<file path="src/rtl/axi_sdram_memtest_master.sv">
// AXI4 burst master that fills an SDRAM region with a pattern and reads it back.
// Define MEMTEST_LFSR_PATTERN_EN for LFSR data instead of the beat-address pattern.
module axi_sdram_memtest_master #(
    parameter int          C_BURST_LEN = 16,
    parameter logic [31:0] C_SEED      = 32'h1
) (
    input  logic        m_axi_aclk,
    input  logic        m_axi_aresetn,
    input  logic        start,
    input  logic [24:0] base_addr,
    input  logic [15:0] num_bursts,
    output logic        busy,
    output logic        done,
    output logic        error,
    output logic [15:0] err_count,
    output logic [24:0] first_err_addr,
    output logic        m_axi_awid,
    output logic [24:0] m_axi_awaddr,
    output logic [7:0]  m_axi_awlen,
    output logic [2:0]  m_axi_awsize,
    output logic [1:0]  m_axi_awburst,
    output logic        m_axi_awlock,
    output logic [3:0]  m_axi_awcache,
    output logic [2:0]  m_axi_awprot,
    output logic        m_axi_awvalid,
    input  logic        m_axi_awready,
    output logic [31:0] m_axi_wdata,
    output logic [3:0]  m_axi_wstrb,
    output logic        m_axi_wlast,
    output logic        m_axi_wvalid,
    input  logic        m_axi_wready,
    input  logic        m_axi_bid,
    input  logic [1:0]  m_axi_bresp,
    input  logic        m_axi_bvalid,
    output logic        m_axi_bready,
    output logic        m_axi_arid,
    output logic [24:0] m_axi_araddr,
    output logic [7:0]  m_axi_arlen,
    output logic [2:0]  m_axi_arsize,
    output logic [1:0]  m_axi_arburst,
    output logic        m_axi_arlock,
    output logic [3:0]  m_axi_arcache,
    output logic [2:0]  m_axi_arprot,
    output logic        m_axi_arvalid,
    input  logic        m_axi_arready,
    input  logic        m_axi_rid,
    input  logic [31:0] m_axi_rdata,
    input  logic [1:0]  m_axi_rresp,
    input  logic        m_axi_rlast,
    input  logic        m_axi_rvalid,
    output logic        m_axi_rready
);
    localparam logic [24:0] STEP = 25'(C_BURST_LEN * 4);
    localparam logic [7:0]  LAST = 8'(C_BURST_LEN - 1);

    typedef enum logic [2:0] {
        IDLE, WR_ADDR, WR_DATA, WR_RESP, RD_ADDR, RD_DATA, DONE
    } state_t;

    state_t      state, state_nxt;
    logic [24:0] base_q, addr_q, beat_addr;
    logic [15:0] nb_q, burst_cnt;
    logic [7:0]  beat_cnt;
    logic [31:0] pattern;
    logic        last_beat, last_burst, r_hs, fail_b, fail_r;
    logic        unused_ids;

    assign unused_ids = m_axi_bid ^ m_axi_rid;
    assign beat_addr  = addr_q + {15'd0, beat_cnt, 2'b00};
    assign last_beat  = beat_cnt == LAST;
    assign last_burst = burst_cnt == nb_q - 16'd1;
    assign r_hs       = (state == RD_DATA) && m_axi_rvalid;
    assign fail_b     = (state == WR_RESP) && m_axi_bvalid &&
                        (m_axi_bresp != 2'b00);
    assign fail_r     = r_hs && ((m_axi_rdata != pattern) ||
                        (m_axi_rresp != 2'b00) ||
                        (m_axi_rlast != last_beat));

    assign busy          = (state != IDLE) && (state != DONE);
    assign m_axi_awid    = 1'b0;
    assign m_axi_awaddr  = addr_q;
    assign m_axi_awlen   = LAST;
    assign m_axi_awsize  = 3'b010;
    assign m_axi_awburst = 2'b01;
    assign m_axi_awlock  = 1'b0;
    assign m_axi_awcache = 4'b0011;
    assign m_axi_awprot  = 3'b000;
    assign m_axi_awvalid = state == WR_ADDR;
    assign m_axi_wdata   = pattern;
    assign m_axi_wstrb   = 4'hF;
    assign m_axi_wvalid  = state == WR_DATA;
    assign m_axi_wlast   = m_axi_wvalid && last_beat;
    assign m_axi_bready  = state == WR_RESP;
    assign m_axi_arid    = 1'b0;
    assign m_axi_araddr  = addr_q;
    assign m_axi_arlen   = LAST;
    assign m_axi_arsize  = 3'b010;
    assign m_axi_arburst = 2'b01;
    assign m_axi_arlock  = 1'b0;
    assign m_axi_arcache = 4'b0011;
    assign m_axi_arprot  = 3'b000;
    assign m_axi_arvalid = state == RD_ADDR;
    assign m_axi_rready  = state == RD_DATA;

`ifdef MEMTEST_LFSR_PATTERN_EN
    logic [31:0] lfsr;
    logic        w_hs;

    assign w_hs    = m_axi_wvalid && m_axi_wready;
    assign pattern = lfsr;

    // Reseeded when the read phase begins so reads replay the write sequence
    always_ff @(posedge m_axi_aclk or negedge m_axi_aresetn) begin
        if (!m_axi_aresetn)
            lfsr <= 32'd0;
        else if ((state == IDLE) && start)
            lfsr <= C_SEED;
        else if ((state == WR_RESP) && m_axi_bvalid && last_burst)
            lfsr <= C_SEED;
        else if (w_hs || r_hs)
            lfsr <= {1'b0, lfsr[31:1]} ^ (lfsr[0] ? 32'h8020_0003 : 32'd0);
    end
`else
    logic unused_seed;

    assign unused_seed = ^C_SEED;
    assign pattern     = {7'd0, beat_addr};
`endif

    always_ff @(posedge m_axi_aclk or negedge m_axi_aresetn) begin
        if (!m_axi_aresetn)
            state <= IDLE;
        else
            state <= state_nxt;
    end

    always_comb begin
        state_nxt = state;
        unique case (state)
            IDLE:    if (start)
                         state_nxt = (num_bursts == 16'd0) ? DONE : WR_ADDR;
            WR_ADDR: if (m_axi_awready) state_nxt = WR_DATA;
            WR_DATA: if (m_axi_wready && last_beat) state_nxt = WR_RESP;
            WR_RESP: if (m_axi_bvalid)
                         state_nxt = last_burst ? RD_ADDR : WR_ADDR;
            RD_ADDR: if (m_axi_arready) state_nxt = RD_DATA;
            RD_DATA: if (m_axi_rvalid && last_beat)
                         state_nxt = last_burst ? DONE : RD_ADDR;
            DONE:    state_nxt = IDLE;
            default: state_nxt = IDLE;
        endcase
    end

    always_ff @(posedge m_axi_aclk or negedge m_axi_aresetn) begin
        if (!m_axi_aresetn) begin
            base_q    <= '0;
            addr_q    <= '0;
            nb_q      <= '0;
            burst_cnt <= '0;
            beat_cnt  <= '0;
            done      <= 1'b0;
        end else begin
            case (state)
                IDLE: if (start) begin
                    base_q    <= {base_addr[24:2], 2'b00};
                    addr_q    <= {base_addr[24:2], 2'b00};
                    nb_q      <= num_bursts;
                    burst_cnt <= '0;
                    beat_cnt  <= '0;
                    done      <= num_bursts == 16'd0;
                end
                WR_DATA: if (m_axi_wready)
                    beat_cnt <= last_beat ? 8'd0 : beat_cnt + 8'd1;
                WR_RESP: if (m_axi_bvalid) begin
                    if (last_burst) begin
                        burst_cnt <= '0;
                        addr_q    <= base_q;
                    end else begin
                        burst_cnt <= burst_cnt + 16'd1;
                        addr_q    <= addr_q + STEP;
                    end
                end
                RD_DATA: if (m_axi_rvalid) begin
                    beat_cnt <= last_beat ? 8'd0 : beat_cnt + 8'd1;
                    if (last_beat) begin
                        if (last_burst) begin
                            done <= 1'b1;
                        end else begin
                            burst_cnt <= burst_cnt + 16'd1;
                            addr_q    <= addr_q + STEP;
                        end
                    end
                end
                default: ;
            endcase
        end
    end

    always_ff @(posedge m_axi_aclk or negedge m_axi_aresetn) begin
        if (!m_axi_aresetn) begin
            error          <= 1'b0;
            err_count      <= '0;
            first_err_addr <= '0;
        end else if ((state == IDLE) && start) begin
            error          <= 1'b0;
            err_count      <= '0;
            first_err_addr <= '0;
        end else if (fail_b || fail_r) begin
            error <= 1'b1;
            if (!error)
                first_err_addr <= fail_b ? addr_q : beat_addr;
            if (err_count != 16'hFFFF)
                err_count <= err_count + 16'd1;
        end
    end
endmodule

</file>
<file path="config.mk">
export PLATFORM = sky130hd
export DESIGN_NAME = axi_sdram_memtest_master
export DESIGN_NICKNAME = d
export VERILOG_FILES = /design/src/rtl/axi_sdram_memtest_master.sv
export SDC_FILE = /design/constraint.sdc
export NUM_CORES = 1
export LEC_CHECK = 0
export CAP_MARGIN = 20
export CORE_ASPECT_RATIO = 1.2
export CORE_MARGIN = 5
export CORE_UTILIZATION = 30
export CTS_CLUSTER_DIAMETER = 80
export CTS_CLUSTER_SIZE = 40
export DETAILED_ROUTE_END_ITERATION = 6
export MAX_ROUTING_LAYER = met4
export PLACE_DENSITY = 0.65
export SETUP_SLACK_MARGIN = 0.4
export SLEW_MARGIN = 20
export SYNTH_ARGS = -nofsm -noshare
export SYNTH_HDL_FRONTEND = slang
export SYNTH_SLANG_ARGS = --single-unit
</file>
<file path="constraint.sdc">
create_clock -name m_axi_aclk -period 3.55 [get_ports m_axi_aclk]
set_input_delay 0.71 -clock m_axi_aclk [delete_from_list [all_inputs] [get_ports m_axi_aclk]]
set_output_delay 0.71 -clock m_axi_aclk [all_outputs]
set_load 0.01 [all_outputs]
</file>
[After elaboration in Yosys (flattened, before gate mapping)]
Index checks and enable logic that the tools add are counted.
Operators by class
  shift-type cells: 0
  eq/ne operators: 23
  divide/modulo/power cells: 0
  bitwise gates (word level): 0
  magnitude comparators: 0
  $add $sub $neg: 6
  reductions and logical operators: 29
  $mul: 0
  mux-type cells: 43
Operators with widths (count)
  two-way mux 25 bit: 10
  two-way mux 16 bit: 9
  one-hot mux 25 bit (3 select lines): 1
  one-hot mux 16 bit (3 select lines): 1
  adder 16 x 1 -> 16 bit, second input constant: 2
  two-way mux 8 bit: 4
  inequality test 32 x 25 -> 1 bit: 1
  adder 25 x 10 -> 25 bit: 1
  adder 25 x 7 -> 25 bit, second input constant: 1
  two-way mux 3 bit: 8
  one-hot mux 8 bit (3 select lines): 1
  one-hot mux 3 bit (6 select lines): 1
  equality test 16 bit: 1
  logical NOT 16 bit: 1
  inequality test 16 bit, second input constant: 1
  inequality test 2 x 1 -> 1 bit, second input constant: 8
  subtractor 16 x 1 -> 16 bit, second input constant: 1
  AND reduction 6 bit: 2
  nonzero test 2 bit: 5
  logical AND 1 bit: 9
  nonzero test 3 bit: 3
  adder 8 x 1 -> 8 bit, second input constant: 1
  equality test 8 x 4 -> 1 bit, second input constant: 1
  inequality test 2 bit, second input constant: 4
  13 further kinds: 24
Word-level totals
  logic and storage cells: 111
  latch bits: 0
  ROM bits: 0
  memories: 0
  register bits: 134
  memory bits (writable): 0

[Depth between registers and ports, before layout]
Gate-level depths: netlist of the first run.
  depth after elaboration: 8
  mapped depth: 15
  depth with buffers taken out: 12

[Least setup slack after synthesis of the first run]
Ideal clock, no wire load.
  kind: register to register
  start: register addr_q[2] (netlist: m_axi_araddr[2])
  end: register first_err_addr[8]
  arrival: 3.562 ns
  slack: -0.095 ns
  period minus slack after synthesis: 3.645 ns
  cell stages (with the launch flop): 15
  buffers on the path: 2
  required time: 3.467 ns
  cell sequence: dfrtp_1 -> ha_1 -> fa_1 -> a211oi_1 -> o31a_1 -> a2111oi_4 -> xor2_1 -> o221a_2 -> o211ai_1 -> or4b_1 -> o21ai_1 -> buf_2 -> buf_4 -> nand3_1 -> o21ai_0
Between the ends
  longest elaborated chain between the ends: 8
RTL lines
  start, declared: line 61  | logic [24:0] base_q, addr_q, beat_addr;
  start signal, assigned: line 166  | addr_q <= {base_addr[24:2], 2'b00};
  start signal, assigned: line 177  | addr_q <= base_q;
  start signal, assigned: line 180  | addr_q <= addr_q + STEP;
  adder 25 x 10 -> 25 bit (*): line 69  | assign beat_addr = addr_q + {15'd0, beat_cnt, 2'b00};
  inequality test 32 x 25 -> 1 bit: line 75  | assign fail_r = r_hs && ((m_axi_rdata != pattern) ||
  logical OR 1 bit: line 75
  logical OR 1 bit: line 76  | (m_axi_rresp != 2'b00) ||
  logical AND 1 bit: line 75
  logical OR 1 bit: line 208  | end else if (fail_b || fail_r) begin
  nonzero test 2 bit (no source line)
  AND reduction 2 bit (no source line)
  end signal, assigned: line 211  | first_err_addr <= fail_b ? addr_q : beat_addr;
  end, declared: line 16  | output logic [24:0] first_err_addr,
Mark *: on every way between the ends. The rest lies on a longest branch, timed or not. The select of a mux whose other input is x is not followed.
A chain may end at the register's enable or synchronous reset.

[Final worst setup path of the first run]
  start: register beat_cnt[0]
  end: register first_err_addr[14]
Between the ends
  longest elaborated chain between the ends: 8
RTL lines
  start, declared: line 63  | logic [7:0] beat_cnt;
  start signal, assigned: line 173  | beat_cnt <= last_beat ? 8'd0 : beat_cnt + 8'd1;
  start signal, assigned: line 184  | beat_cnt <= last_beat ? 8'd0 : beat_cnt + 8'd1;
  adder 25 x 10 -> 25 bit: line 69
  inequality test 32 x 25 -> 1 bit: line 75
  logical OR 1 bit: line 75
  logical OR 1 bit: line 76
  logical AND 1 bit: line 75
  logical OR 1 bit: line 208
  nonzero test 2 bit (no source line)
  AND reduction 2 bit (no source line)
Parallel ways exist; a longest one is shown, timed or not. The select of a mux whose other input is x is not followed.

==> results of run 1 <==
-- synthesized netlist by cell type (all sizes together), types with 4 or more instances --
| master | number | share of area |
|---|---|---|
| or3 | 15 | 0.010 |
| nand2b | 14 | 0.0094 |
| xnor2 | 50 | 0.047 |
| a22oi | 5 | 0.0040 |
| a211oi | 8 | 0.0064 |
| a31oi | 11 | 0.0074 |
| nor2 | 101 | 0.041 |
| ha | 13 | 0.017 |
| nor4 | 20 | 0.013 |
| inv | 18 | 0.0072 |
| and2 | 8 | 0.0054 |
| a21o | 6 | 0.0048 |
| or4 | 6 | 0.0056 |
| a221oi | 5 | 0.0047 |
| o22ai | 17 | 0.011 |
| o21ai | 69 | 0.037 |
| buf | 103 | 0.081 |
| xor2 | 51 | 0.048 |
| clkbuf | 44 | 0.018 |
| nand3 | 55 | 0.030 |
| dfrtp | 131 | 0.35 |
| nand4 | 21 | 0.014 |
| a21oi | 60 | 0.033 |
| mux2i | 22 | 0.024 |
| mux2 | 5 | 0.0060 |
| nor3 | 15 | 0.0081 |
| and3 | 14 | 0.0094 |
| a2111oi | 5 | 0.011 |
| nand2 | 183 | 0.074 |
| o211ai | 6 | 0.0048 |
| nor2b | 7 | 0.0047 |
| nand3b | 4 | 0.0032 |
-- what timing repair did --
item | 4_1_cts | 5_1_grt
gates resized for setup | 213 | 161
pin swaps | 75 | 83
setup buffers | 40 | 21
cloned | 9 | 5
setup endpoints to repair | 99 | 105
-- logic make-up after synthesis --
| logic type | share of synthesized area |
|---|---|
| AO/OA/AOI/OAI | 0.152 |
| XOR/XNOR | 0.0999 |
| adder cells (fa/ha/maj) | 0.0196 |
| buffers and inverters | 0.106 |
| flip-flops | 0.352 |
| multiplexers | 0.0297 |
| other | 0.000806 |
| AND/OR/NAND/NOR | 0.240 |
-- power breakdown --
part           internal, mW  switching [mW]  total (mW)
clock                  1.20           0.722        1.92
combinational          3.39            3.64        7.03
sequential             1.98           0.519        2.50
total                  6.57            4.88        11.5
-- per-stage QoR --
| stage | area (um2) | hold WS [ns] | utilization | setup TNS (ns) |
|---|---|---|---|---|
| after CTS | 13800 | 0.291 | 0.451 | -5.75 |
| after floorplan | 9710 | 0.414 | - | 0 |
| after detailed placement | 12200 | 0.462 | 0.398 | -7.76 |
| after global placement | 12200 | 0.458 | 0.398 | -6.59 |
| after global routing | 14700 | 0.328 | 0.479 | -13.17 |
| final | 14700 | 0.288 | 0.479 | -8.44 |
-- worst max-delay path: stages, from the launching register on --
cell       delay (ns)
dfrtp_1          0.37
ha_2             0.21
fa_2             0.21
a211oi_2         0.08
o31a_1           0.32
buf_6            0.15
a2111oi_4        0.35
buf_6            0.19
buf_6            0.11
xor2_2           0.14
o221a_2          0.20
o211ai_1         0.09
or4b_4           0.59
o21ai_4          0.20
buf_6            0.12
buf_12           0.12
clkbuf_16        0.16
nand3_2          0.05
o21ai_1          0.08
-- worst min path at each step --
stage | slack [ns] | depth (start not counted) | to
floorplan | 0.41 | 0 | base_q[10]$_DFFE_PN0P_
finish | 0.29 | 1 | first_err_addr[15]$_DFFE_PN0P_
global placement | 0.46 | 2 | base_q[5]$_DFFE_PN0P_
CTS | 0.29 | 1 | first_err_addr[20]$_DFFE_PN0P_
global route | 0.33 | 1 | first_err_addr[21]$_DFFE_PN0P_
detailed placement | 0.46 | 2 | base_q[18]$_DFFE_PN0P_
-- registers in the layout (all words and copies together), names as in the netlist --
name            flops
m_axi_araddr       23
beat_cnt            8
done                1
burst_cnt          16
base_q             23
err_count          16
state               3
first_err_addr     24
error               1
nb_q               16
-- layer usage --
| metal | GRT usage | part of all wire |
|---|---|---|
| met1 | 0.241 | 0.40 |
| met2 | 0.338 | 0.51 |
| met3 | 0.0310 | 0.062 |
| met4 | 0.0617 | 0.025 |
| met5 | - | 0 |
-- cell type report --
type | count | area, um2 | share of cell area
clock buffer | 20 | 447 | 0.0305
tap | 396 | 495 | 0.0338
inverter | 19 | 77.6 | 0.00529
clock inverter | 12 | 179 | 0.0122
sequential | 131 | 3280 | 0.224
timing repair buffer | 387 | 3850 | 0.263
multi-input combinational | 902 | 6330 | 0.432
==> impl_metrics.py, run 1 <==
metrics = {
    "placed_design": {
        "place_hpwl_um": 24800,
        "io_buffers": 202,
        "pre_cts_ws_ns": -0.222,
        "placedCellCount": 1760,
        "gp_congestion": 0.926,
    },
    "global_routing": {
        "grtUsageTotal": 0.198,
        "grt_remaining_overflow": 0,
        "grt_max_degree": 61,
        "grt_pass1_wl_um": 52700,
        "grt_pass1_vias": 9495,
        "antenna_found_initial": 0,
    },
    "clock_tree": {
        "tritoncts": "yes",
        "cts_buffers": 17,
        "clock_latency_ns": 0.43,
        "htree_num_levels": 4,
        "hold_buffers": 0,
        "cts.sinks": 131,
        "cts.path.max_buffers": 2,
        "clock-root-buffer": "clkbuf_16",
        "clkTransAtPathRegs_ns": 0.07,
    },
    "detailed_routing": {
        "via_per_inst": 5.21,
        "drtIter0Drc": 838,
        "wirelength_um": 36000,
        "drc": 0,
        "wl_per_cell_um": 19.3,
        "vias": 9723,
        "first_pass_iters": 5,
        "postRouteAntennaNets": 0,
    },
    "finish": {
        "final_common_cell": "clkdlybuf4s50_1",
        "nets": 1560,
        "drive_above_1_share": 0.283,
        "final_cell_mix": "clkdlybuf4s50_1, nand2_1, dfrtp_1",
        "fill_cells": 2777,
        "diodes": 0,
        "finalNonFillerCells": 1867,
        "synthToLayoutAreaGrowth_pct": 57.2,
    },
    "timing": {
        "setup_viol": 43,
        "tightest_slew_ns": 1.01,
        "min_period_over_period": 1.08,
        "hold_viol": 0,
        "rsz0062_at_grt": "yes",
        "final.min_clock_period_ns": 3.82,
        "slew_violations": 0,
        "slew_headroom": 0.323,
        "fin_skew_ns": 0.0108,
        "fin_ws_ns": -0.273,
        "fmax_mhz": 262,
    },
    "setup_path": {
        "path_class": "flop to flop",
        "worstSetupStartpointType": "flop",
        "worstPathRequired_ns": 3.91,
        "startpoint": "beat_cnt[0]$_DFFE_PN0P_",
        "r2r-end": "first_err_addr[14]$_DFFE_PN0P_",
        "r2r-start": "beat_cnt[0]$_DFFE_PN0P_",
        "crit_fanout": 11,
        "crit_arrival_ns": 4.18,
        "cp-endpoint": "first_err_addr[14]$_DFFE_PN0P_",
        "reg2reg_slack_ns": -0.27,
        "reg2reg_depth": 18,
        "end_kind": "flop",
    },
    "synthesis": {
        "synthFlopType": "dfrtp_1",
        "syn_area_per_cell_um2": 8.18,
        "yosys.cell_types.count": 73,
        "synth_area_um2": 9320,
        "yosys_warnings": 0,
        "synthArstFlopShare": 1.00,
        "synth-edff-count": 0,
        "synth-seq-cells": 131,
        "yosysSeqAreaShare": 0.352,
        "synthCells": 1140,
    },
    "floorplan": {
        "die_h_um": 203,
        "io_pins": 268,
        "start_util": 0.305,
        "rows": 70,
        "fp.dieW_um": 171,
        "design.core.area_um2": 30600,
        "dieArea_um2": 34700,
    },
    "power": {
        "power.total_mw": 11.5,
        "p_leak_nw": 6.26,
        "powerDensity_nw_per_um2": 782,
        "vdd_drop_max_uv": 447,
    },
    "status": {
        "status": "finished, violations left",
        "failed_checks": "negative setup slack",
    },
    "job": {
        "max_cap_viol_count": 0,
    },
    "hold_path": {
        "hold_class": "primary input to async pin",
    },
}
Power figures use the tool's default switching activity.
==> inputs of run 2 (changes only) <==
CTS_BUF_LIST = sky130_fd_sc_hd__clkbuf_8   (was not set)
SLEW_MARGIN = not set   (was 20)
==> run 2 against run 1 <==
Compared with the run above: the flow still finishes with violations (negative setup slack); global-route usage fell by 0.25 points; final cell count fell by 0.70%; clock skew rose by 0.0049 ns; first-iteration DRC count fell by 2.7%; clock-buffer cell count fell by 2; critical path depth fell by 1; flip-flop and latch count did not move; critical path type unchanged; highest routed layer unchanged.
==> impl_metrics.py, run 2 (synthesized netlist as in run 1, its figures left out) <==
metrics = {
    "finish": {
        "nets": 1547,
        "synthToLayoutAreaGrowth_pct": 52.6,
        "largest_reg_flops": 24,
        "finalNonFillerCells": 1854,
        "diodes": 0,
        "fin_util": 0.465,
        "final_common_cell": "clkdlybuf4s50_1",
        "fin_area_um2": 14200,
        "final_cell_mix": "clkdlybuf4s50_1, nand2_1, dfrtp_1",
        "drive_above_1_share": 0.267,
        "regMostFlops": "first_err_addr",
        "fill_cells": 2857,
    },
    "detailed_routing": {
        "wirelength_um": 34900,
        "postRouteAntennaNets": 0,
        "vias": 9574,
        "wl_per_cell_um": 18.8,
        "via_per_inst": 5.16,
        "drc": 0,
        "drtIter0Drc": 815,
        "first_pass_iters": 5,
    },
    "timing": {
        "rsz0062_at_grt": "yes",
        "setup_viol": 43,
        "tightest_slew_ns": 1.09,
        "slew_violations": 0,
        "min_period_over_period": 1.07,
        "fin_setup_tns_ns": -6.96,
        "whs_ns": 0.236,
        "final.min_clock_period_ns": 3.81,
        "hold_viol": 0,
        "fin_ws_ns": -0.259,
        "fmax_mhz": 263,
        "slew_headroom": 0.270,
        "fin_skew_ns": 0.0157,
    },
    "setup_path": {
        "crit_fanout": 12,
        "cp_common_cell": "buf_6",
        "crit_arrival_ns": 4.21,
        "max_stage_delay_ns": 0.64,
        "cp_top_family": "compound AO/OA/AOI/OAI gates",
        "critPathBufInv": 5,
        "path_class": "flop to flop",
        "worstSetupStartpointType": "flop",
        "crit_chain": "ha_2, fa_2, a211oi_2, o31a_1, buf_4, a2111oi_4, buf_6, buf_6, xor2_2, o221a_2, o211ai_1, or4b_4, o21ai_4, buf_12, clkbuf_16, nand3_2, o21ai_1",
        "slowest_stage": "or4b_4",
        "worstPathRequired_ns": 3.95,
        "end_kind": "flop",
    },
    "global_routing": {
        "grt_pass1_wl_um": 52000,
        "grt_max_degree": 61,
        "grtUsageTotal": 0.196,
        "grt_pass1_vias": 9357,
        "antenna_found_initial": 0,
        "grt_remaining_overflow": 0,
    },
    "floorplan": {
        "io_pins": 268,
        "fp.dieW_um": 171,
        "dieArea_um2": 34700,
        "design.core.area_um2": 30600,
        "die_h_um": 203,
        "start_util": 0.305,
        "rows": 70,
    },
    "clock_tree": {
        "clock_latency_ns": 0.48,
        "cts.sinks": 131,
        "hold_buffers": 0,
        "cts.path.max_buffers": 2,
        "htree_num_levels": 4,
        "clkTransAtPathRegs_ns": 0.09,
        "clock-root-buffer": "clkbuf_8",
        "tritoncts": "yes",
        "cts_buffers": 17,
    },
    "placed_design": {
        "pre_cts_ws_ns": -0.222,
        "place_hpwl_um": 24800,
        "placed_cell_area_um2": 12200,
        "io_buffers": 202,
        "gp_congestion": 0.926,
        "placedCellCount": 1760,
    },
    "power": {
        "powerDensity_nw_per_um2": 773,
        "p_leak_nw": 6.12,
        "power.total_mw": 11.0,
        "vdd_drop_max_uv": 424,
    },
    "status": {
        "status": "finished, violations left",
        "failed_checks": "negative setup slack",
    },
    "job": {
        "max_cap_viol_count": 0,
    },
    "hold_path": {
        "hold_class": "primary input to async pin",
    },
}
## run 2: per-layer routing
| metal | share of wire | wire length (um) | vias up | global-route usage |
|---|---|---|---|---|
| li1 | - | - | 4443 | - |
| met1 | 0.41 | 14200 | 4665 | 0.244 |
| met2 | 0.51 | 17700 | 403 | 0.332 |
| met4 | 0.022 | 775 | 0 | 0.0572 |
| met3 | 0.064 | 2220 | 63 | 0.0259 |
| met5 | 0 | 0 | - | - |
## run 2: timing repair
action / 4_1_cts / 5_1_grt
setup endpoints to repair: 99 / 107
pin swaps: 47 / 74
cloned: 6 / 4
gates resized for setup: 212 / 127
buffers inserted: 37 / 14
## run 2: cell type report
cell class | instances | area [um2] | share of cell area
clock inverters | 14 | 186 | 0.0131
flip-flops and latches | 131 | 3280 | 0.231
inverters | 19 | 77.6 | 0.00546
repair buffers | 374 | 3700 | 0.260
clock buffers | 18 | 248 | 0.0174
well taps | 396 | 495 | 0.0348
multi-input cells | 902 | 6230 | 0.438
## run 2: path summary, 6_finish.rpt
path / cells after the start / slack (ns) / from / to
max: 17 / -0.26 / m_axi_araddr[2]$_DFFE_PN0P_ / first_err_addr[11]$_DFFE_PN0P_
max reg2reg: 17 / -0.26 / m_axi_araddr[2]$_DFFE_PN0P_ / first_err_addr[11]$_DFFE_PN0P_
min in group m_axi_aclk: 2 / 0.49 / base_q[2]$_DFFE_PN0P_ / base_q[2]$_DFFE_PN0P_
max in group asynchronous: 2 / 2.40 / m_axi_aresetn / m_axi_araddr[18]$_DFFE_PN0P_
min: 1 / 0.24 / m_axi_aresetn / first_err_addr[15]$_DFFE_PN0P_
min reg2reg: 2 / 0.49 / base_q[2]$_DFFE_PN0P_ / base_q[2]$_DFFE_PN0P_
## run 2: where the power goes
group          internal [mW]  total [mW]  leakage [nW]  switching [mW]
Clock                  0.781        1.45         0.218           0.670
Combinational           3.44        7.06          4.21            3.62
Sequential              1.98        2.48          1.69           0.503
Total                   6.20        11.0          6.12            4.79
